$ cat src/rtl/multiword_add_sequencer.sv
// multiword_add_sequencer
// Runs one WIDTH*NWORDS-bit addition through an external combinational
// WIDTH-bit adder, one word per cycle, least significant word first.
//
// Ports:
//   clk, rst              clock, asynchronous active-high reset
//   in_valid/in_ready     operand handshake (a, b, cin captured on accept)
//   out_valid/out_ready   result handshake (sum, cout held while DONE)
//   add_a/add_b/add_cin   word operands and carry driven to the adder
//   add_sum/add_cout      combinational adder response, captured each RUN edge
module multiword_add_sequencer #(
  parameter int WIDTH  = 16,
  parameter int NWORDS = 4
) (
  input  logic                      clk,
  input  logic                      rst,
  input  logic                      in_valid,
  output logic                      in_ready,
  input  logic [WIDTH*NWORDS-1:0]   a,
  input  logic [WIDTH*NWORDS-1:0]   b,
  input  logic                      cin,
  output logic                      out_valid,
  input  logic                      out_ready,
  output logic [WIDTH*NWORDS-1:0]   sum,
  output logic                      cout,
  output logic [WIDTH-1:0]          add_a,
  output logic [WIDTH-1:0]          add_b,
  output logic                      add_cin,
  input  logic [WIDTH-1:0]          add_sum,
  input  logic                      add_cout
);
  localparam int IW = (NWORDS > 1) ? $clog2(NWORDS) : 1;
  localparam logic [IW-1:0] LAST = IW'(NWORDS - 1);

  typedef enum logic [1:0] {IDLE, RUN, DONE} state_t;

  state_t                       state, state_nxt;
  logic [NWORDS-1:0][WIDTH-1:0] a_reg, b_reg, sum_reg;
  logic [IW-1:0]                idx;
  logic                         carry;
  logic                         cout_reg;

  assign sum  = sum_reg;
  assign cout = cout_reg;

  always_ff @(posedge clk or posedge rst) begin
    if (rst) state <= IDLE;
    else     state <= state_nxt;
  end

  // Handshake outputs are pure state decodes; the adder pins are only
  // non-zero while a word is actually being processed.
  always_comb begin
    state_nxt = state;
    in_ready  = 1'b0;
    out_valid = 1'b0;
    add_a     = '0;
    add_b     = '0;
    add_cin   = 1'b0;
    case (state)
      IDLE: begin
        in_ready = 1'b1;
        if (in_valid) state_nxt = RUN;
      end
      RUN: begin
        add_a   = a_reg[idx];
        add_b   = b_reg[idx];
        add_cin = carry;
        if (idx == LAST) state_nxt = DONE;
      end
      DONE: begin
        out_valid = 1'b1;
        if (out_ready) state_nxt = IDLE;
      end
      default: state_nxt = IDLE;
    endcase
  end

  always_ff @(posedge clk or posedge rst) begin
    if (rst) begin
      a_reg    <= '0;
      b_reg    <= '0;
      sum_reg  <= '0;
      idx      <= '0;
      carry    <= 1'b0;
      cout_reg <= 1'b0;
    end else begin
      case (state)
        IDLE: begin
          if (in_valid) begin
            a_reg   <= a;
            b_reg   <= b;
            carry   <= cin;
            idx     <= '0;
            sum_reg <= '0;
          end
        end
        RUN: begin
          sum_reg[idx] <= add_sum;
          carry        <= add_cout;
          // Index saturates at the top word; the next accept rewinds it.
          if (idx == LAST) cout_reg <= add_cout;
          else             idx      <= idx + IW'(1);
        end
        default: ;
      endcase
    end
  end

endmodule
$ cat config.mk
export PLATFORM = sky130hd
export DESIGN_NAME = multiword_add_sequencer
export DESIGN_NICKNAME = d
export VERILOG_FILES = /design/src/rtl/multiword_add_sequencer.sv
export SDC_FILE = /design/constraint.sdc
export NUM_CORES = 1
export LEC_CHECK = 0
export BUFFER_PORTS_ARGS = -buffer_cell sky130_fd_sc_hd__buf_2
export CORE_ASPECT_RATIO = 1.2
export CORE_UTILIZATION = 40
export CTS_CLUSTER_DIAMETER = 100
export DETAILED_ROUTE_END_ITERATION = 10
export PLACE_DENSITY = 0.7
export SYNTH_ARGS = -nofsm -noshare
export SYNTH_HDL_FRONTEND = slang
export SYNTH_SLANG_ARGS = --single-unit
$ cat constraint.sdc
create_clock -name clk -period 5.45 [get_ports clk]
set_input_delay 0 -clock clk [delete_from_list [all_inputs] [get_ports clk]]
set_output_delay 0 -clock clk [all_outputs]
set_load 0.01 [all_outputs]
# Word-level counts from Yosys, hierarchy flattened
# Cells that the tools add are included.
[op_classes] n_eq_ne=7 n_lt_le_gt_ge=2 n_reduce_logical=8 add_sub_neg=1 mux=23
[ops] operator="64-bit case mux with 2 select lines" count=1
[ops] operator="16-bit two-way mux" count=5
[ops] operator="16-bit binary-select mux with 2-bit select" count=2
[ops] operator="64-bit bitwise mux" count=1
[ops] operator="64-bit two-way mux" count=1
[ops] operator="16-bit demux with 2-bit select" count=1
[ops] operator="2-bit two-way mux" count=5
[ops] operator="2-bit inequality test (second input constant)" count=4
[ops] operator="2-bit case mux with 3 select lines" count=1
[ops] operator="2-bit AND reduction" count=3
[ops] operator="3-bit AND reduction" count=2
[ops] operator="2-bit equality test (second input constant)" count=2
[ops] operator="1-bit two-way mux" count=4
[ops] operator="2-bit case mux with 2 select lines" count=1
[ops] operator="2-bit by 3-bit < comparator with 1-bit output (second input constant)" count=1
[ops] operator="2-bit by 1-bit adder with 2-bit output (second input constant)" count=1
[ops] operator="2-bit by 1-bit equality test with 1-bit output (second input constant)" count=1
[ops] operator="2-bit by 1-bit >= comparator with 1-bit output (second input constant)" count=1
[ops] operator="2-bit zero test" count=1
[ops] operator="1-bit case mux with 2 select lines" count=1
[ops] operator="2-bit nonzero test" count=1
[ops] operator="1-bit logical AND" count=1
[totals] elab_cells=57 regBits=198 output_inout_bits=100 in_bits=150

# Longest topological paths before layout
[depth] ltp_word=6 mapped_depth=9 mapped_depth_nobuf=5

# Worst setup path before layout
# OpenSTA, ideal clock, no wires.
[synth_path] path_type="flip-flop to flip-flop" from="register idx[1]" to="register sum_reg (netlist bit sum[22])" synth_period_minus_slack_ps=2254 setup_slack_ps=3196 stages_incl_launch_ff=10 n_path_buf=4 t_required_ps=5385 arrival_time_ps=2189 setup_time_ps=65 path_cell_list="dfrtp_1 > clkbuf_1 > clkbuf_1 > inv_1 > ha_1 > and3b_1 > clkbuf_1 > nor2_1 > buf_2 > a22o_1"
[synth_via] elab_chain_cells=6 word_cells_on_any_way=7 cone_classes="order compare: 2; mux: 4; reduce/logical: 1"
[synth_lines] element="from (decl)" line="39" rtl="logic [IW-1:0] idx;"
[synth_lines] element="from (signal assigned)" line="103" rtl="else idx <= idx + IW'(1);"
[synth_lines] element="2-bit by 3-bit < comparator with 1-bit output (not written as such) or 2-bit by 1-bit >= comparator with 1-bit output (tied branches)" line="99" rtl="sum_reg[idx] <= add_sum;"
[synth_lines] element="1-bit logical AND (not written as such)" line="99"
[synth_lines] element="16-bit two-way mux (not written as such)" line="99"
[synth_lines] element="16-bit demux with 2-bit select *" line="99"
[synth_lines] element="64-bit bitwise mux *" line="99"
[synth_lines] element="64-bit case mux with 2 select lines *" line="88" rtl="case (state)"
[synth_lines] element="to (signal, indexed assignment)" line="99"
[synth_lines] element="to (decl)" line="38" rtl="logic [NWORDS-1:0][WIDTH-1:0] a_reg, b_reg, sum_reg;"
# Mark *: on every way between the ends. The rest lies on a longest branch, timed or not.
# A chain may end at the register's enable or synchronous reset.

# Worst setup path after layout
[layout_path] from="register idx[1]" to="register sum_reg (netlist bit sum[18])"
# The elaborated chain is that of the path after synthesis.

==> flow_metrics.py <==
metrics = {
    "grt": {
        "grt_pass1_wl_um": 34530,
        "grt_pass1_vias": 6627,
        "grt_usage_pct": 20.74,
        "grt_use_met1_pct": 24.98,
        "grt-ovfl-total": 0,
        "grt_max_degree": 138,
        "use_met2_pct": 35.71,
        "busiest_layer": "met2",
        "grt_antenna_before_repair": 2,
        "gr-usage-met3_pct": 4.994,
    },
    "timing": {
        "tightest_slew_ps": 1099,
        "fmax_mhz": 327.1,
        "fin_crit_sh_pct": 56.09,
        "finalHoldViolCount": 0,
        "setup_violations": 0,
        "setup_tns_ps": 0,
        "fin_skew_ps": 14.00,
        "slew_violations": 0,
        "rsz0062_at_grt": "no",
        "setup_ws_ps": 2393,
        "max_slew_margin_pct": 26.74,
        "finalCriticalPeriod_ps": 3057,
    },
    "clock_tree": {
        "clk_pin_slew_worst_paths_ps": 80,
        "cts_buffer_depth": 2,
        "cts_resized": 0,
        "cts_setup_buffers": 0,
        "cts_max_level": 4,
        "clock_sinks": 198,
        "cts-root-buf": "clkbuf_16",
        "cts_tree": "built",
        "insertion_delay_ps": 430,
        "cts_made_buffers": 17,
    },
    "floorplan": {
        "coreArea_um2": 20900,
        "die_y_um": 161.7,
        "initial_core_util_pct": 40.66,
        "rows": 58,
        "ios": 250,
        "die_w_um": 135.1,
        "die_area_um2": 21840,
    },
    "power_and_ir_drop": {
        "p_sw_share_pct": 34.50,
        "power_density_nw_per_um2": 549.1,
        "intPower_mw": 4.329,
        "peakVddDrop_v": 0.0002845,
        "combPwrFrac_pct": 41.2,
        "p_leak_nw": 5.724,
        "power_frac_clock_pct": 19.5,
        "power_frac_seq_pct": 39.3,
        "p_switching_mw": 2.280,
    },
    "critical_path": {
        "start_kind": "flip-flop",
        "critPathMaxStageDelay_ps": 1030,
        "worstPathCellList": "inv_1 -> ha_1 -> and3b_1 -> nor2_1 -> a22o_1",
        "critPathMaxFanout": 36,
        "cpMaxStageDelayCell": "dfrtp_2",
        "critPathArrivalTime_ps": 3410,
        "crit_required_ps": 5810,
        "cp-end-kind": "flip-flop",
        "path_class": "reg -> reg",
    },
    "cells_and_area": {
        "final_nets": 1083,
        "stdcell_count": 1211,
        "drive_above_1_share_pct": 50.05,
        "num_antenna_cells": 0,
        "area_delta_synth_final_pct": 41.62,
    },
    "routing": {
        "via_per_inst": 5.111,
        "dr.pass1.iters": 4,
        "ant_nets": 0,
        "dr_total_vias": 6190,
        "drc": 0,
        "wl_per_cell_um": 18.13,
        "drt_wl_total_um": 21960,
        "drtIter0Drc": 234,
    },
    "logic_synthesis": {
        "synth_top_area_cell": "dfrtp_1",
        "ys_warn_count": 0,
        "ys_async_sr_fraction_pct": 100.0,
        "ys.flop_type": "dfrtp_1",
        "synth_seq_cells": 198,
        "synthCells": 547,
        "avgSynthCellArea_um2": 15.54,
        "synth-edff-count": 0,
        "syn_nets": 702,
        "synth_top_cells_by_area": "dfrtp_1 (58%), mux2_2 (19%), mux4_2 (8.5%)",
        "synth-seq-area-share_pct": 58.30,
        "ys_types": 23,
        "synth.most_common_cell": "dfrtp_1",
        "netlist_area_um2": 8498,
        "yosys.area.top_type_share_pct": 58.30,
        "yosys-top-cells-count": "dfrtp_1 (198), mux2_2 (146), a22o_1 (48)",
    },
    "run": {
        "cap_violations": 0,
    },
    "placed_design": {
        "io_buffers": 249,
        "hpwl_um": 13410,
        "dp_slack_ps": 2381,
        "dp_cells": 1030,
        "gp_congestion": 0.7863,
    },
    "hold_path": {
        "hp-class": "in -> async",
    },
    "run_status": {
        "status": "finished clean",
    },
}
==> worst max-delay path, delay by kind of cell, from the launching register on <==
| family | cells | cell delay [ps] |
|---|---|---|
| simple gates | 2 | 1280 |
| flops | 1 | 1030 |
| compound gates | 1 | 250 |
| fa+ha+maj | 1 | 240 |
| buf+inv | 1 | 200 |
==> metrics by stage <==
stage / hold WS, ps / instance area [um^2] / utilization, % / total power, mW
2_1_floorplan: 139.7 / 8498 / - / 4.431
3_3_place_gp: 231.1 / 9927 / 47.50 / 5.183
3_5_place_dp: 234.5 / 9927 / 47.50 / 5.260
4_1_cts: 307.1 / 12040 / 57.58 / 6.650
5_1_grt: 318.6 / 12040 / 57.58 / 7.014
6_report: 316.1 / 12040 / 57.58 / 6.609
==> per-layer routing <==
layer	up-vias	part of all wire (%)	routed length, um
li1	2780	-	-
met1	3147	40	8796
met2	214	52	11410
met3	47	5.2	1147
met4	2	2.7	582
met5	-	0.077	17
==> logic make-up after synthesis <==
kind of cell             count (synthesis)  share of synthesized area [%]
adder cells (fa/ha/maj)                  5                         0.7362
buffers and inverters                   44                          2.709
multiplexers                           178                          27.83
AND/OR/NAND/NOR                         68                          5.079
flip-flops                             198                          58.30
AO/OA/AOI/OAI                           54                          5.344
==> layout by cell type, fill, tap and decap left out, types with 5 or more instances in the layout <==
cell type	synthesis	layout
buf_2	13	249
and3_1	16	16
and2_1	33	33
dfrtp_1	198	196
mux2_2	146	146
clkbuf_16	0	17
mux4_2	32	32
dlygate4sd3_1	0	149
ha_1	5	5
a22o_1	48	48
==> power groups by stage <==
stage / registers, mW / logic, mW / clock network (mW)
finish: 2.60 / 2.72 / 1.29
global placement: 2.60 / 2.58 / 0
global route: 2.69 / 2.94 / 1.38
CTS: 2.60 / 2.73 / 1.32
floorplan: 2.49 / 1.94 / 0
detailed placement: 2.62 / 2.64 / 0
==> final cells by class <==
class,count,area (um^2)
fill,1634,8865
sequential,198,4957
multi-input combinational,305,3321
timing repair buffer,402,2780
clock buffer,17,425.4
tap,270,337.8
clock inverter,15,191.4
inverter,4,22.52
==> timing repair <==
action,CTS,global route
endpoints found under the hold margin,323,0
hold buffers,149,0
setup endpoints to repair,0,0
==> worst paths after layout <==
path / start / endpoint / slack, ps / cells past startpoint
max in group asynchronous: rst / idx[1]$_DFFE_PP0P_ / 3650 / 4
setup / recovery: idx[1]$_DFFE_PP0P_ / sum[18]$_DFFE_PP0P_ / 2390 / 5
min in group clk: a[51] / a_reg[51]$_DFFE_PP0P_ / 330 / 3
setup reg to reg: idx[1]$_DFFE_PP0P_ / sum[18]$_DFFE_PP0P_ / 2390 / 5
hold / removal: rst / b_reg[24]$_DFFE_PP0P_ / 320 / 3
hold reg to reg: sum[32]$_DFFE_PP0P_ / sum[32]$_DFFE_PP0P_ / 500 / 1
Power figures use the tool's default switching activity.
